$ cat src/rtl/spi_reg_pkg.sv
// Shared address map, status bit positions and address decode for the SPI register bank.
// No logic of its own; no latency or backpressure.
// Decode is a pure function, evaluated combinationally by its users.
package spi_reg_pkg;

    localparam int unsigned STS_BASE       = 'h40;
    localparam int unsigned ADDR_IRQ_FLAGS = 'h7C;
    localparam int unsigned ADDR_IRQ_MASK  = 'h7D;
    localparam int unsigned ADDR_WR_CNT    = 'h7E;
    localparam int unsigned ADDR_ID        = 'h7F;

    localparam int STATUS_IRQ_BIT = 7;
    localparam int STATUS_ERR_BIT = 6;

    typedef enum logic [2:0] {
        AK_CFG,
        AK_STS,
        AK_FLAGS,
        AK_MASK,
        AK_WRCNT,
        AK_ID,
        AK_INV
    } addr_kind_e;

    function automatic addr_kind_e decode_addr(input int unsigned a,
                                               input int unsigned num_cfg,
                                               input int unsigned num_sts);
        addr_kind_e k;
        k = AK_INV;
        if (a < num_cfg)                                       k = AK_CFG;
        else if ((a >= STS_BASE) && (a < STS_BASE + num_sts))  k = AK_STS;
        else if (a == ADDR_IRQ_FLAGS)                          k = AK_FLAGS;
        else if (a == ADDR_IRQ_MASK)                           k = AK_MASK;
        else if (a == ADDR_WR_CNT)                             k = AK_WRCNT;
        else if (a == ADDR_ID)                                 k = AK_ID;
        return k;
    endfunction

endpackage

$ cat src/rtl/spi_irq_ctrl.sv
// Interrupt flag (W1C) and mask registers plus the registered irq output.
// Flags/mask update on the strobe edge; irq follows the registered flags & mask one edge later.
// No backpressure: every set pulse and clear strobe is absorbed while ena is high.
module spi_irq_ctrl
#(
    parameter int REG_W  = 8,
    parameter int NUM_EV = 4
)(
    input  logic             clk,
    input  logic             rstb,
    input  logic             ena,
    input  logic [REG_W-1:0] set_vec,
    input  logic             clr_vld,
    input  logic             mask_wr_vld,
    input  logic [REG_W-1:0] wdata,
    output logic [REG_W-1:0] flags,
    output logic [REG_W-1:0] mask,
    output logic             irq
);

    // Only bit 0 (address error) and the event bits exist.
    localparam logic [REG_W-1:0] IMPL = REG_W'((2 ** (NUM_EV + 1)) - 1);

    logic [REG_W-1:0] clr_vec;

    assign clr_vec = clr_vld ? wdata : '0;

    always_ff @(posedge clk) begin
        if (!rstb) begin
            flags <= '0;
            mask  <= '0;
            irq   <= 1'b0;
        end else if (ena) begin
            // OR-ing the set after the clear makes a coincident set win.
            flags <= ((flags & ~clr_vec) | set_vec) & IMPL;
            if (mask_wr_vld)
                mask <= wdata & IMPL;
            irq <= |(flags & mask);
        end
    end

endmodule

$ cat src/rtl/spi_reg_bank.sv
// Register bank behind the SPI peripheral: config, status, irq, write counter and ID registers.
// rdata is registered one cycle after addr; writes are visible the cycle after the we strobe.
// No backpressure: every strobe is accepted while ena is high; nothing changes while ena is low.
module spi_reg_bank
    import spi_reg_pkg::*;
#(
    parameter int               REG_W    = 8,
    parameter int               NUM_CFG  = 8,
    parameter int               NUM_STS  = 4,
    parameter int               NUM_EV   = 4,
    parameter logic [REG_W-1:0] ID_VALUE = 8'hA5
)(
    input  logic                     clk,
    input  logic                     rstb,
    input  logic                     ena,
    input  logic                     wr_rdn,
    input  logic [REG_W-2:0]         addr,
    input  logic [REG_W-1:0]         wdata,
    input  logic                     we,
    output logic [REG_W-1:0]         rdata,
    output logic [REG_W-1:0]         status,
    output logic [NUM_CFG*REG_W-1:0] cfg_o,
    input  logic [NUM_STS*REG_W-1:0] sts_i,
    input  logic [NUM_EV-1:0]        ev_i,
    output logic                     irq
);

    localparam int AW = REG_W - 1;

    addr_kind_e       kind;
    logic             wr_acc;
    logic             addr_inv;
    logic             rd_err;
    logic             addr_err;
    logic [AW-1:0]    rd_addr_q;
    logic             rd_seen_q;
    logic [REG_W-1:0] cfg_q [NUM_CFG];
    logic [REG_W-1:0] wr_cnt;
    logic [REG_W-1:0] flags;
    logic [REG_W-1:0] mask;
    logic [REG_W-1:0] rd_mux;
    logic [REG_W-1:0] set_vec;

    assign kind     = decode_addr(32'(addr), NUM_CFG, NUM_STS);
    assign wr_acc   = ena & we & wr_rdn;
    assign addr_inv = (kind == AK_INV);
    // A read parked on a bad address flags once, not every cycle it stays there.
    assign rd_err   = ena & ~wr_rdn & addr_inv & (~rd_seen_q | (addr != rd_addr_q));
    assign addr_err = (wr_acc & addr_inv) | rd_err;
    assign set_vec  = REG_W'({ev_i, addr_err});

    spi_irq_ctrl #(
        .REG_W  (REG_W),
        .NUM_EV (NUM_EV)
    ) u_irq_ctrl (
        .clk         (clk),
        .rstb        (rstb),
        .ena         (ena),
        .set_vec     (set_vec),
        .clr_vld     (wr_acc && (kind == AK_FLAGS)),
        .mask_wr_vld (wr_acc && (kind == AK_MASK)),
        .wdata       (wdata),
        .flags       (flags),
        .mask        (mask),
        .irq         (irq)
    );

    always_comb begin
        rd_mux = '0;
        case (kind)
            AK_CFG:
                for (int i = 0; i < NUM_CFG; i++)
                    if (addr == AW'(i)) rd_mux = cfg_q[i];
            AK_STS:
                for (int i = 0; i < NUM_STS; i++)
                    if (addr == AW'(STS_BASE + i)) rd_mux = sts_i[i*REG_W +: REG_W];
            AK_FLAGS: rd_mux = flags;
            AK_MASK:  rd_mux = mask;
            AK_WRCNT: rd_mux = wr_cnt;
            AK_ID:    rd_mux = ID_VALUE;
            default:  rd_mux = '0;
        endcase
    end

    always_ff @(posedge clk) begin
        if (!rstb) begin
            for (int i = 0; i < NUM_CFG; i++) cfg_q[i] <= '0;
            wr_cnt    <= '0;
            rdata     <= '0;
            rd_addr_q <= '0;
            rd_seen_q <= 1'b0;
        end else if (ena) begin
            rdata     <= rd_mux;
            rd_addr_q <= addr;
            rd_seen_q <= 1'b1;
            for (int i = 0; i < NUM_CFG; i++)
                if (wr_acc && (kind == AK_CFG) && (addr == AW'(i))) cfg_q[i] <= wdata;
            if (wr_acc && (kind == AK_WRCNT))
                wr_cnt <= '0;
            else if (wr_acc && !addr_inv && (wr_cnt != '1))
                wr_cnt <= wr_cnt + 1'b1;
        end
    end

    for (genvar g = 0; g < NUM_CFG; g++) begin : g_cfg_o
        assign cfg_o[g*REG_W +: REG_W] = cfg_q[g];
    end

    always_comb begin
        status                 = '0;
        status[REG_W-3:0]      = wr_cnt[REG_W-3:0];
        status[STATUS_ERR_BIT] = flags[0];
        status[STATUS_IRQ_BIT] = irq;
    end

endmodule
$ cat config.mk
export PLATFORM = sky130hd
export DESIGN_NAME = spi_reg_bank
export DESIGN_NICKNAME = d
export VERILOG_FILES = /design/src/rtl/spi_reg_pkg.sv /design/src/rtl/spi_irq_ctrl.sv /design/src/rtl/spi_reg_bank.sv
export SDC_FILE = /design/constraint.sdc
export NUM_CORES = 1
export LEC_CHECK = 0
export BUFFER_PORTS_ARGS = -buffer_cell sky130_fd_sc_hd__buf_2
export CELL_PAD_IN_SITES_DETAIL_PLACEMENT = 0
export CELL_PAD_IN_SITES_GLOBAL_PLACEMENT = 1
export CORE_MARGIN = 1.5
export CORE_UTILIZATION = 44
export CTS_BUF_LIST = sky130_fd_sc_hd__clkbuf_4 sky130_fd_sc_hd__clkbuf_8 sky130_fd_sc_hd__clkbuf_16
export DETAILED_ROUTE_END_ITERATION = 10
export PLACE_DENSITY = 0.87
export SYNTH_ARGS = -nofsm -noshare
export SYNTH_HDL_FRONTEND = slang
export SYNTH_SLANG_ARGS = --single-unit
export TNS_END_PERCENT = 100
$ cat constraint.sdc
create_clock -name clk -period 5.3 [get_ports clk]
set_input_delay 1.06 -clock clk [delete_from_list [all_inputs] [get_ports clk]]
set_output_delay 1.06 -clock clk [all_outputs]
set_load 0.005 [all_outputs]
==> flow_metrics.tcl <==
set metrics [dict create \
    drv_slew 0 \
    cts_resized 0 \
    crit_path_frequent_cell "nand2_1" \
    setup_ws_ns 2.229 \
    syn_inst 448 \
    cts_tree "built" \
    fin_skew_ns 0.01560 \
    worstSetupStartpointType "input pin" \
    ys_seq_area_share_pct 53.18 \
    die-area_um2 11850 \
    finalSetupTns_ns 0 \
    rows 38 \
    floorplan.die.height_um 108.9 \
    area.growth.synth_to_final_pct 18.37 \
    worstHoldStart "rdata[7]$_SDFFE_PN0P_" \
    ys_types 56 \
    cts_root_buf "clkbuf_8" \
    outcome "finished clean" \
    register_area_um2 2623 \
    worstSetupEndpointType "flip-flop" \
    power_density_nw_per_um2 266.7 \
    cts_num_sinks 99 \
    h-tree-depth 3 \
    cts_buffers 9 \
    peakVddDrop_v 0.0002471 \
    timing.reg2reg.setup_slack_ns 3.37 \
    yosys_warnings 0 \
    post_cts_buffers 0 \
    crit_buf_inv 1 \
    crit_chain "buf_2 > nand3_2 > nor2_1 > nand2_1 > nand2_1" \
    synth.top_cell.area_share_pct 38.97 \
    finalHoldViolCount 0 \
    stdcell_area_um2 5837 \
    whs_endpoint "rdata[7]$_SDFFE_PN0P_" \
    whs_path_depth 1 \
    drtPass1Iterations 5 \
    slew_headroom_pct 35.18 \
    cpPeakStageDelay_ns 0.50 \
    n_fill_cell 979 \
    grt_max_degree 45 \
    rsz0062_at_grt "no" \
    multi_input_area_um2 2078 \
    cp-startpoint "ena" \
    arrival_ns 3.13 \
    crit_type "input pin to flip-flop" \
    yosysMostFrequentCell "nor2_1" \
    finalCriticalPeriod_ns 3.071 \
    worstMarginPinSlew_ns 0.9722 \
    clk_pin_slew_ns 0.10 \
    synth-edff-count 64 \
    yosys-top-cells-area "edfxtp_1 39%, dfxtp_1 14%, mux4_2 7.3%" \
    overflow 0 \
    fin_total_pwr_mw 1.557 \
    crit_fanout 23 \
    placed_area_um2 5639 \
    core_area_um2 10890 \
    r2r_end "wr_cnt[7]$_SDFFE_PN0P_" \
    ys_ff_latch 99 \
    grt_pass1_vias 3897 \
    drive_gt1_share_pct 32.34 \
    r2r_start "wr_cnt[1]$_SDFFE_PN0P_" \
    ff2ff_path_depth 6 \
    cts_max_path_buffers 2 \
    drtIter0Drc 232 \
    synth_top_flop_cell "edfxtp_1" \
    wl_um 14290 \
    critPathRequiredTime_ns 5.36 \
    antenna_found_initial 2 \
    synth_commonest_cells "68 x nor2_1, 64 x edfxtp_1, 45 x nand2_1" \
    syn_area_um2 4931 \
    start_util_pct 45.29 \
    synth_nets 505 \
    routedWlPerCell_um 20.05 \
    die_x_um 108.9 \
    crit_family "simple AND/OR/NAND/NOR gates" \
    fin_nets 624 \
    setup_viol 0 \
    drc_errors 0 \
    async_flop_share_pct 0 \
    ant_nets 0 \
    vias 4060 \
    hpwl_um 10710 \
    grt_pass1_wl_um 21450 \
    port_buffers 136 \
    clock_latency_ns 0.39 \
    place_ws_ns 1.862 \
    gp_routability_congestion 0.9343 \
    hold_class "flip-flop to flip-flop" \
    ios 137 \
    cp_slowest_cell "nor2_1" \
    max_freq_mhz 325.7 \
    gr-usage-all-layers_pct 24.88 \
    maxCapViolations 0 \
    avgSynthCellArea_um2 11.01 \
    synth_area_leader_cell "edfxtp_1" \
    p_leak_nw 2.323 \
    viasPerCell 5.694 \
    period_share_pct 57.94 \
    ctsHoldBuffers 0 \
]
## layout make-up
class	count	area share [%]
Multi-Input combinational cell	302	35.61
Antenna cell	1	0.04287
Tap cell	140	3.001
Clock inverter	7	1.222
Timing Repair Buffer	139	12.05
Inverter	16	1.029
Clock buffer	9	2.122
Sequential cell	99	44.93
## sequential cells by signal, indices dropped and copies added (netlist names)
name              flops
cfg_q                64
rd_addr_q             7
rd_seen_q             1
rdata                 8
u_irq_ctrl.flags      5
u_irq_ctrl.irq        1
u_irq_ctrl.mask       5
wr_cnt                8
## layer usage
metal	wire, um	global-route usage [%]
met4	376	8.553
met3	1210	7.113
met2	6899	39.42
met5	12	0
met1	5795	32.71
## cell families after synthesis
family / count (synthesis) / share of synthesized area [%]
fa+ha+maj: 1 / 0.2537
simple gates: 169 / 15.63
flops: 99 / 53.18
buf+inv: 47 / 4.669
mux: 38 / 11.82
xor+xnor: 10 / 1.776
compound gates: 84 / 12.66
## power breakdown
group,switching [mW],leakage [nW],internal (mW)
sequential,0.0250,0.895,0.857
clock,0.298,0.0922,0.182
combinational,0.109,1.34,0.0851
## worst max-delay path by stage
| stage | endpoint | slack [ns] | depth (start not counted) |
|---|---|---|---|
| floorplan | cfg_q[1][16]$_DFFE_PP_ | 2.45 | 4 |
| global route | cfg_q[0][14]$_SDFFCE_PN0P_ | 2.07 | 5 |
| CTS | cfg_q[0][14]$_SDFFCE_PN0P_ | 2.29 | 5 |
| detailed placement | cfg_q[0][14]$_SDFFCE_PN0P_ | 1.86 | 5 |
| global placement | cfg_q[0][14]$_SDFFCE_PN0P_ | 1.94 | 5 |
| finish | cfg_q[0][14]$_SDFFCE_PN0P_ | 2.23 | 5 |
## stage by stage
| step | hold slack [ns] | utilization, % | instances |
|---|---|---|---|
| 3_5_place_dp | 0.4622 | 51.79 | 696 |
| 3_3_place_gp | 0.4405 | 51.79 | 696 |
| 5_1_grt | 0.4946 | 53.59 | 712 |
| 4_1_cts | 0.4847 | 53.59 | 712 |
| 6_report | 0.4815 | 53.61 | 713 |
| 2_1_floorplan | 0.4273 | - | 448 |
## placed cells by master, fill, tap and decap left out, types with 3 or more instances in the layout
master     netlist  routed
mux2i_1         20      20
dfxtp_1         35      35
o21ai_0          9       9
a21oi_1         15      15
nand2b_1         4       4
clkbuf_8         0       9
nand3_1         16      16
nor3_1           4       4
buf_4            9       3
a211oi_1         4       4
a22oi_1         12      12
a21o_1           3       3
buf_2           10     136
o22ai_1          5       5
xnor2_1         10      10
nand4_1          6       6
edfxtp_1        64      64
nor2b_1         13      13
inv_1           15      15
o2bb2ai_1        4       4
a21boi_0         5       5
mux4_2          16      16
nand2_1         45      45
nor2_1          68      68
and3_1           3       3
No activity file was read; power rests on OpenSTA's default activity.
